[src/rtl/desired_drive_if.sv]
// Sensor-to-drive bus for desired_drive: conditioned rider inputs in, target current out.
interface desired_drive_if;
  localparam int unsigned TORQUE_W  = 12;
  localparam int unsigned CADENCE_W = 5;
  localparam int unsigned INCLINE_W = 13;
  localparam int unsigned SETTING_W = 2;
  localparam int unsigned CURR_W    = 12;

  logic [TORQUE_W-1:0]  avg_torque;
  logic [CADENCE_W-1:0] cadence_vec;
  logic [INCLINE_W-1:0] incline;
  logic [SETTING_W-1:0] setting;
  logic [CURR_W-1:0]    target_curr;

  modport master (
    output avg_torque, cadence_vec, incline, setting,
    input  target_curr
  );

  modport slave (
    input  avg_torque, cadence_vec, incline, setting,
    output target_curr
  );
endinterface

[src/rtl/desired_drive.sv]
// Assist-current calculator: torque x incline x cadence x setting, saturated to 12 bits.
// Define DESIRED_DRIVE_PIPE_EN for the 3-stage pipelined build (latency 3); default is latency 1.
module desired_drive (
  input  logic            clk,
  input  logic            rst_n,
  desired_drive_if.slave  dd
);

  localparam int unsigned TORQUE_W  = 12;
  localparam int unsigned CADENCE_W = 5;
  localparam int unsigned INCLINE_W = 13;
  localparam int unsigned SETTING_W = 2;
  localparam int unsigned CURR_W    = 12;
  localparam int unsigned LIM_W     = 9;
  localparam int unsigned CADF_W    = 6;
  localparam int unsigned TL_W      = TORQUE_W + LIM_W;   // 21
  localparam int unsigned CS_W      = CADF_W + SETTING_W; // 8
  localparam int unsigned PROD_W    = TL_W + CS_W;        // 29
  localparam logic [TORQUE_W-1:0] TORQUE_MIN = 12'h380;

  // Clamp incline, bias by +256, then limit the factor to 0..511.
  function automatic logic [LIM_W-1:0] incline_limit(input logic [INCLINE_W-1:0] inc_u);
    logic signed [INCLINE_W-1:0] inc;
    logic signed [9:0]           sat;
    logic signed [10:0]          fac;
    inc = $signed(inc_u);
    if (inc > 13'sd511)
      sat = 10'sd511;
    else if (inc < -13'sd512)
      sat = -10'sd512;
    else
      sat = $signed(inc_u[9:0]);
    fac = $signed({sat[9], sat}) + 11'sd256;
    if (fac[10])
      incline_limit = '0;
    else if (fac > 11'sd511)
      incline_limit = 9'd511;
    else
      incline_limit = fac[8:0];
  endfunction

  function automatic logic [CADF_W-1:0] cadence_factor(input logic [CADENCE_W-1:0] cad);
    if (cad > 5'd1)
      cadence_factor = {1'b0, cad} + 6'd32;
    else
      cadence_factor = '0;
  endfunction

  // Remove the pedal deadband; anything at or below TORQUE_MIN yields zero.
  function automatic logic [TORQUE_W-1:0] torque_positive(input logic [TORQUE_W-1:0] t);
    logic [TORQUE_W:0] off;
    off = {1'b0, t} - {1'b0, TORQUE_MIN};
    if (off[TORQUE_W])
      torque_positive = '0;
    else
      torque_positive = off[TORQUE_W-1:0];
  endfunction

  function automatic logic [CURR_W-1:0] saturate(input logic [PROD_W-1:0] p);
    if (|p[28:26])
      saturate = 12'hFFF;
    else
      saturate = p[25:14];
  endfunction

  logic [LIM_W-1:0]    lim_c;
  logic [CADF_W-1:0]   cadf_c;
  logic [TORQUE_W-1:0] torque_c;

  always_comb begin
    lim_c    = incline_limit(dd.incline);
    cadf_c   = cadence_factor(dd.cadence_vec);
    torque_c = torque_positive(dd.avg_torque);
  end

  logic [CURR_W-1:0] target_d, target_q;

`ifdef DESIRED_DRIVE_PIPE_EN
  logic [LIM_W-1:0]     lim_d,    lim_q;
  logic [CADF_W-1:0]    cadf_d,   cadf_q;
  logic [TORQUE_W-1:0]  torque_d, torque_q;
  logic [SETTING_W-1:0] set_d,    set_q;
  logic [TL_W-1:0]      tl_d,     tl_q;
  logic [CS_W-1:0]      cs_d,     cs_q;

  // Stage 1 factors, stage 2 partial products, stage 3 saturated result.
  always_comb begin
    lim_d    = lim_c;
    cadf_d   = cadf_c;
    torque_d = torque_c;
    set_d    = dd.setting;
    tl_d     = TL_W'(torque_q) * TL_W'(lim_q);
    cs_d     = CS_W'(cadf_q) * CS_W'(set_q);
    target_d = saturate(PROD_W'(tl_q) * PROD_W'(cs_q));
  end

  always_ff @(posedge clk or negedge rst_n) begin
    if (!rst_n) begin
      lim_q    <= '0;
      cadf_q   <= '0;
      torque_q <= '0;
      set_q    <= '0;
      tl_q     <= '0;
      cs_q     <= '0;
      target_q <= '0;
    end else begin
      lim_q    <= lim_d;
      cadf_q   <= cadf_d;
      torque_q <= torque_d;
      set_q    <= set_d;
      tl_q     <= tl_d;
      cs_q     <= cs_d;
      target_q <= target_d;
    end
  end
`else
  // Full-width product computed in one cycle into the output register.
  always_comb begin
    target_d = saturate(PROD_W'(torque_c) * PROD_W'(lim_c) *
                        PROD_W'(cadf_c) * PROD_W'(dd.setting));
  end

  always_ff @(posedge clk or negedge rst_n) begin
    if (!rst_n)
      target_q <= '0;
    else
      target_q <= target_d;
  end
`endif

  assign dd.target_curr = target_q;

endmodule

[src/flat_wrapper.sv]
// flat-port wrapper written by rule: the top's interface ports become plain ports
module desired_drive_flat 
  (clk, rst_n, dd_avg_torque, dd_cadence_vec, dd_incline, dd_setting, dd_target_curr);
  desired_drive_if dd_i ();
  input  logic clk;
  input  logic rst_n;
  input wire logic [$bits(dd_i.avg_torque)-1:0] dd_avg_torque;
  input wire logic [$bits(dd_i.cadence_vec)-1:0] dd_cadence_vec;
  input wire logic [$bits(dd_i.incline)-1:0] dd_incline;
  input wire logic [$bits(dd_i.setting)-1:0] dd_setting;
  output wire logic [$bits(dd_i.target_curr)-1:0] dd_target_curr;
  assign dd_i.avg_torque = dd_avg_torque;
  assign dd_i.cadence_vec = dd_cadence_vec;
  assign dd_i.incline = dd_incline;
  assign dd_i.setting = dd_setting;
  assign dd_target_curr = dd_i.target_curr;
  desired_drive u_core (.clk(clk), .rst_n(rst_n), .dd(dd_i));
endmodule
[config.mk]
export PLATFORM = sky130hd
export DESIGN_NAME = desired_drive_flat
export DESIGN_NICKNAME = d
export VERILOG_FILES = /design/src/rtl/desired_drive_if.sv /design/src/rtl/desired_drive.sv /design/src/flat_wrapper.sv
export SDC_FILE = /design/constraint.sdc
export NUM_CORES = 1
export LEC_CHECK = 0
export CAP_MARGIN = 20
export CORE_ASPECT_RATIO = 2
export CORE_MARGIN = 2
export CORE_UTILIZATION = 30
export DETAILED_ROUTE_END_ITERATION = 6
export PLACE_DENSITY = 0.55
export RECOVER_POWER = 50
export SYNTH_ARGS = -nofsm -noshare
export SYNTH_HDL_FRONTEND = slang
export SYNTH_SLANG_ARGS = --single-unit
[constraint.sdc]
create_clock -name clk -period 0.8 [get_ports clk]
set_input_delay 0.08 -clock clk [delete_from_list [all_inputs] [get_ports clk]]
set_output_delay 0.08 -clock clk [all_outputs]
set_load 0.05 [all_outputs]
==> qor.yml, run 1 <==
worst_slack_ns: -9.51
cp_top_family: "adder cells"
hold_buffers: 0
clockBufferDepth: 2
stdcell_count: 1840
crit_fanout: 7
syn_nets: 1445
synth_warnings: 0
grt_overflow: 0
worst_pin_slew_ns: 0.713
n_fill_cell: 2996
finalCritPeriodShare: 12.9
routabilityCongestion: 0.867
final_nets: 1755
dp_hpwl_um: 21400
maxSlewHeadroom: 0.512
async_reset_ff_frac: 1.00
crit_required_ns: 0.92
rsz0062_at_grt: "yes"
grt_pass1_vias: 9589
hold_viol: 0
grt_pass1_wl_um: 44000
drc_errors: 0
critical_path.endpoint_type: "flip-flop"
drv_slew: 0
first_pass_iters: 5
clock-root-buffer: "clkbuf_16"
h-tree-depth: 1
routed_wirelength_um: 25700
die_h_um: 253
grt_max_degree: 27
numCtsBuffers: 3
port_buffers: 45
synth_common_cells: "198 x inv_1, 148 x fa_1, 119 x and2_1, 119 x nand2_1, 104 x ha_1"
critPathKind: "input pin to flip-flop"
die-area_um2: 32400
row_count: 91
holdWs_ns: 0.291
synth-edff-count: 0
maxCapViolations: 0
syn_area_um2: 9280
setup_viol: 24
avgViaCountPerCell: 4.87
synth_seq_area_share: 0.0324
clock-sinks: 12
clk_pin_slew_ns: 0.04
synth_top_cell_by_area: "fa_1"
vias: 8958
yosysTopAreaCellShare: 0.319
yosysUniqueCellTypes: 68
max_freq_ghz: 0.0970
diodes: 0
place_inst: 1808
hp-class: "input pin to async pin"
cp_common_cell: "fa_1"
slowest_stage: "fa_1"
start_kind: "input pin"
gr-usage-all-layers: 0.162
initial_core_util: 0.303
fp.dieW_um: 128
largest_register_ffs: 12
synth-seq-cells: 12
synth-main-ff-cell: "dfrtp_1"
synthTopCellsByArea: "fa_1 32%, ha_1 14%, and2_1 8.0%, inv_1 8.0%, nand2_1 4.8%"
drive_gt1_frac: 0.309
avgSynthCellArea_um2: 8.01
synthMostInstantiatedCell: "inv_1"
failed_checks: "setup timing"
outcome: "finished with violations"
period_minus_slack_ns: 10.31
cts_tree: "done"
antenna_found_initial: 0
max_stage_delay_ns: 0.53
ant_nets: 0
area_delta_synth_final_pct: 45.2
synth_cells: 1159
wl_per_cell_um: 14.0
fin_util: 0.440
crit_arrival_ns: 10.43
ios: 46
worst-path-buf-inv: 11
core_um2: 30600
drt-initial-drc-count: 351
[cells in the final DEF, fill, tap and decap left out, types with 21 or more instances in the layout]
master / n
buf_4: 285
inv_1: 183
fa_1: 145
nand2_1: 114
and2_1: 112
ha_1: 86
nor2_1: 79
nand3_1: 32
xnor2_1: 26
a21oi_1: 25
o21ai_0: 21
[metal layers]
metal,track usage,wire [um]
met1,0.196,10500
met2,0.318,14100
met3,0.00550,649
met4,0.0232,418
met5,0,0
[stage by stage]
stage,cell area (um2),setup TNS (ns),worst slack [ns]
after floorplan,9670,-109.20,-9.22
after global placement,12600,-121.80,-10.21
after detailed placement,12600,-124.34,-10.43
after CTS,12700,-118.83,-9.89
after global routing,13500,-120.94,-10.05
final,13500,-114.13,-9.51
[final timing paths]
check / startpoint / endpoint / slack, ns / depth (start not counted)
worst max-delay path: dd_incline[11] / u_core.dd.target_curr[7]$_DFF_PN0_ / -9.51 / 52
min in group clk: u_core.dd.target_curr[8]$_DFF_PN0_ / dd_target_curr[8] / 0.82 / 1
worst min-delay path: rst_n / u_core.dd.target_curr[11]$_DFF_PN0_ / 0.29 / 2
max in group asynchronous: rst_n / u_core.dd.target_curr[5]$_DFF_PN0_ / 0.14 / 2
[cell type report]
class,instances,area (um2),area share
Clock buffer,4,88.8,0.00659
Inverter,199,749,0.0556
Multi-Input combinational cell,913,8980,0.666
Sequential cell,12,300,0.0223
Tap cell,372,465,0.0345
Timing Repair Buffer,340,2890,0.215
[what timing repair did]
action                                 CTS  global route
endpoints found under the hold margin    0             0
pin swaps                                7            89
setup endpoints to repair               24            24
resized for setup                       10           126
gates cloned                             0             4
buffers inserted                         3            21
[cell families (layout without fill, tap and decap cells)]
kind of cell | after synthesis | count (layout) | share of synthesized area
mux | 4 | 4 | 0.00458
simple gates | 453 | 453 | 0.247
compound gates | 159 | 161 | 0.120
fa+ha+maj | 252 | 252 | 0.459
xor+xnor | 43 | 43 | 0.0406
buf+inv | 236 | 543 | 0.0965
flops | 12 | 12 | 0.0324
Power of run 1 is left out: the tool's default activity adds up to more than one toggle a clock period on the data nets, which glitch-free logic cannot reach.
==> inputs of run 2 (changes only) <==
Settings changed: CORE_MARGIN 2 to 1, SLEW_MARGIN set to 40.
==> qor.yml, run 2 (same netlist as run 1, synthesis figures left out) <==
start_kind: "input pin"
crit_fanout: 7  # unchanged
worst-path-buf-inv: 12  # +1
n_fill_cell: 2909  # -2.9%
max_freq_ghz: 0.0984  # +1.5%
row_count: 90  # -1.1%
worst_slack_ns: -9.36  # +0.154 ns
worst-path-stages: 50  # -3.8%
die_h_um: 251  # -0.79%
antenna_found_initial: 0  # unchanged
drc_errors: 0  # unchanged
rsz0062_at_grt: "yes"
critPathKind: "input pin to flip-flop"
wl_per_cell_um: 14.1  # +0.92%
first_pass_iters: 4  # -1
routabilityCongestion: 0.903  # +4.2%
period_minus_slack_ns: 10.16  # -0.154 ns
cp_common_cell: "fa_1"
pre_cts_slack_ns: -10.62  # -0.187 ns
place_inst: 1796  # -0.66%
outcome: "finished with violations"
failed_checks: "setup timing"
crit_end: "u_core.dd.target_curr[7]$_DFF_PN0_"
cp-startpoint: "dd_incline[10]"
ant_nets: 0  # unchanged
grt_overflow: 0  # unchanged
diodes: 0  # unchanged
finalCritPeriodShare: 12.7  # -0.193
setup_viol: 24  # unchanged
drv_slew: 0  # unchanged
dp_hpwl_um: 23200  # +8.5%
clock-root-buffer: "clkbuf_16"
vias: 8875  # -0.93%
slowest_stage: "fa_1"
max_stage_delay_ns: 0.54  # about the same
grt_pass1_wl_um: 42800  # -2.6%
grt_pass1_vias: 9682  # +0.97%
clock-sinks: 12  # unchanged
drive_gt1_frac: 0.312  # +0.00281
grt_max_degree: 27  # unchanged
die-area_um2: 31700  # -2.3%
core_um2: 30300  # -1.1%
final_nets: 1746  # -0.51%
crit_required_ns: 0.92  # about the same
drt-initial-drc-count: 172  # -51%
cp_top_family: "adder cells"
layout_common_cells: "271 x buf_4, 185 x inv_1, 145 x fa_1, 111 x nand2_1, 111 x and2_1"
crit_arrival_ns: 10.28  # -0.15 ns
numCtsBuffers: 3  # unchanged
final_common_cell: "buf_4"
largest_register_ffs: 12  # unchanged
ios: 46  # unchanged
area_delta_synth_final_pct: 43.2
hp-class: "input pin to async pin"
routed_wirelength_um: 25700  # +0.16%
hold_viol: 0  # unchanged
critical_path.endpoint_type: "flip-flop"
clk_pin_slew_ns: 0.04  # about the same
stdcell_count: 1826  # -0.76%
clockBufferDepth: 2  # unchanged
initial_core_util: 0.306  # +0.00337
maxSlewHeadroom: 0.605  # +0.0926
port_buffers: 45  # unchanged
fin_util: 0.439  # -0.00114
fp.dieW_um: 126  # -1.6%
h-tree-depth: 1  # unchanged
cts_tree: "done"
avgViaCountPerCell: 4.86  # -0.17%
maxCapViolations: 0  # unchanged
worst_pin_slew_ns: 0.578  # -0.135 ns
gr-usage-all-layers: 0.166  # +0.00420
[run 2: cell types whose count changed in the layout (fill, tap and decap cells not counted), sizes merged]
| cell | previous run | this run |
|---|---|---|
| clkdlybuf4s50 | 20 | 19 |
| dlygate4sd2 | 0 | 5 |
| a21o | 19 | 17 |
| buf | 308 | 307 |
| dlygate4sd3 | 0 | 1 |
| dlymetal6s2s | 10 | 0 |
| clkbuf | 6 | 4 |
[run 2: cell type report]
class	count	area (um2)	share of cell area
clock buffer	3	75.1	0.00565
timing repair buffer	333	2850	0.214
inverter	199	747	0.0562
tap	368	460	0.0346
multi-input combinational	911	8860	0.667
sequential	12	300	0.0226
[run 2: timing repair]
action                     4_1_cts  5_1_grt
pin swaps                       53       44
gates resized for setup         89       54
setup buffers                   23        5
hold buffers                     0        0
setup endpoints to repair       24       24
[run 2: worst min-delay path by stage]
stage / start / end / slack, ns / cells past startpoint
after CTS: rst_n / u_core.dd.target_curr[11]$_DFF_PN0_ / 0.15 / 2
after detailed placement: rst_n / u_core.dd.target_curr[11]$_DFF_PN0_ / 0.39 / 2
after global routing: rst_n / u_core.dd.target_curr[11]$_DFF_PN0_ / 0.28 / 2
after floorplan: rst_n / u_core.dd.target_curr[0]$_DFF_PN0_ / -0.22 / 0
final: rst_n / u_core.dd.target_curr[11]$_DFF_PN0_ / 0.26 / 2
after global placement: rst_n / u_core.dd.target_curr[10]$_DFF_PN0_ / 0.40 / 2
[run 2: layer usage]
layer	up-vias	wire length [um]	GRT usage	part of all wire
met5	-	0	0	0
met4	0	1800	0.105	0.070
met3	73	304	0.00404	0.012
met2	147	15600	0.366	0.61
met1	4321	8020	0.137	0.31
li1	4334	-	-	-
[run 2: stage by stage]
step | hold slack [ns] | cell area (um2) | setup TNS (ns)
finish | 0.258 | 13300 | -111.95
global route | 0.282 | 13300 | -118.41
CTS | 0.154 | 13000 | -113.43
detailed placement | 0.392 | 12600 | -125.79
global placement | 0.399 | 12600 | -123.78
floorplan | -0.216 | 9670 | -109.20
Power of run 2 is left out for the same reason.
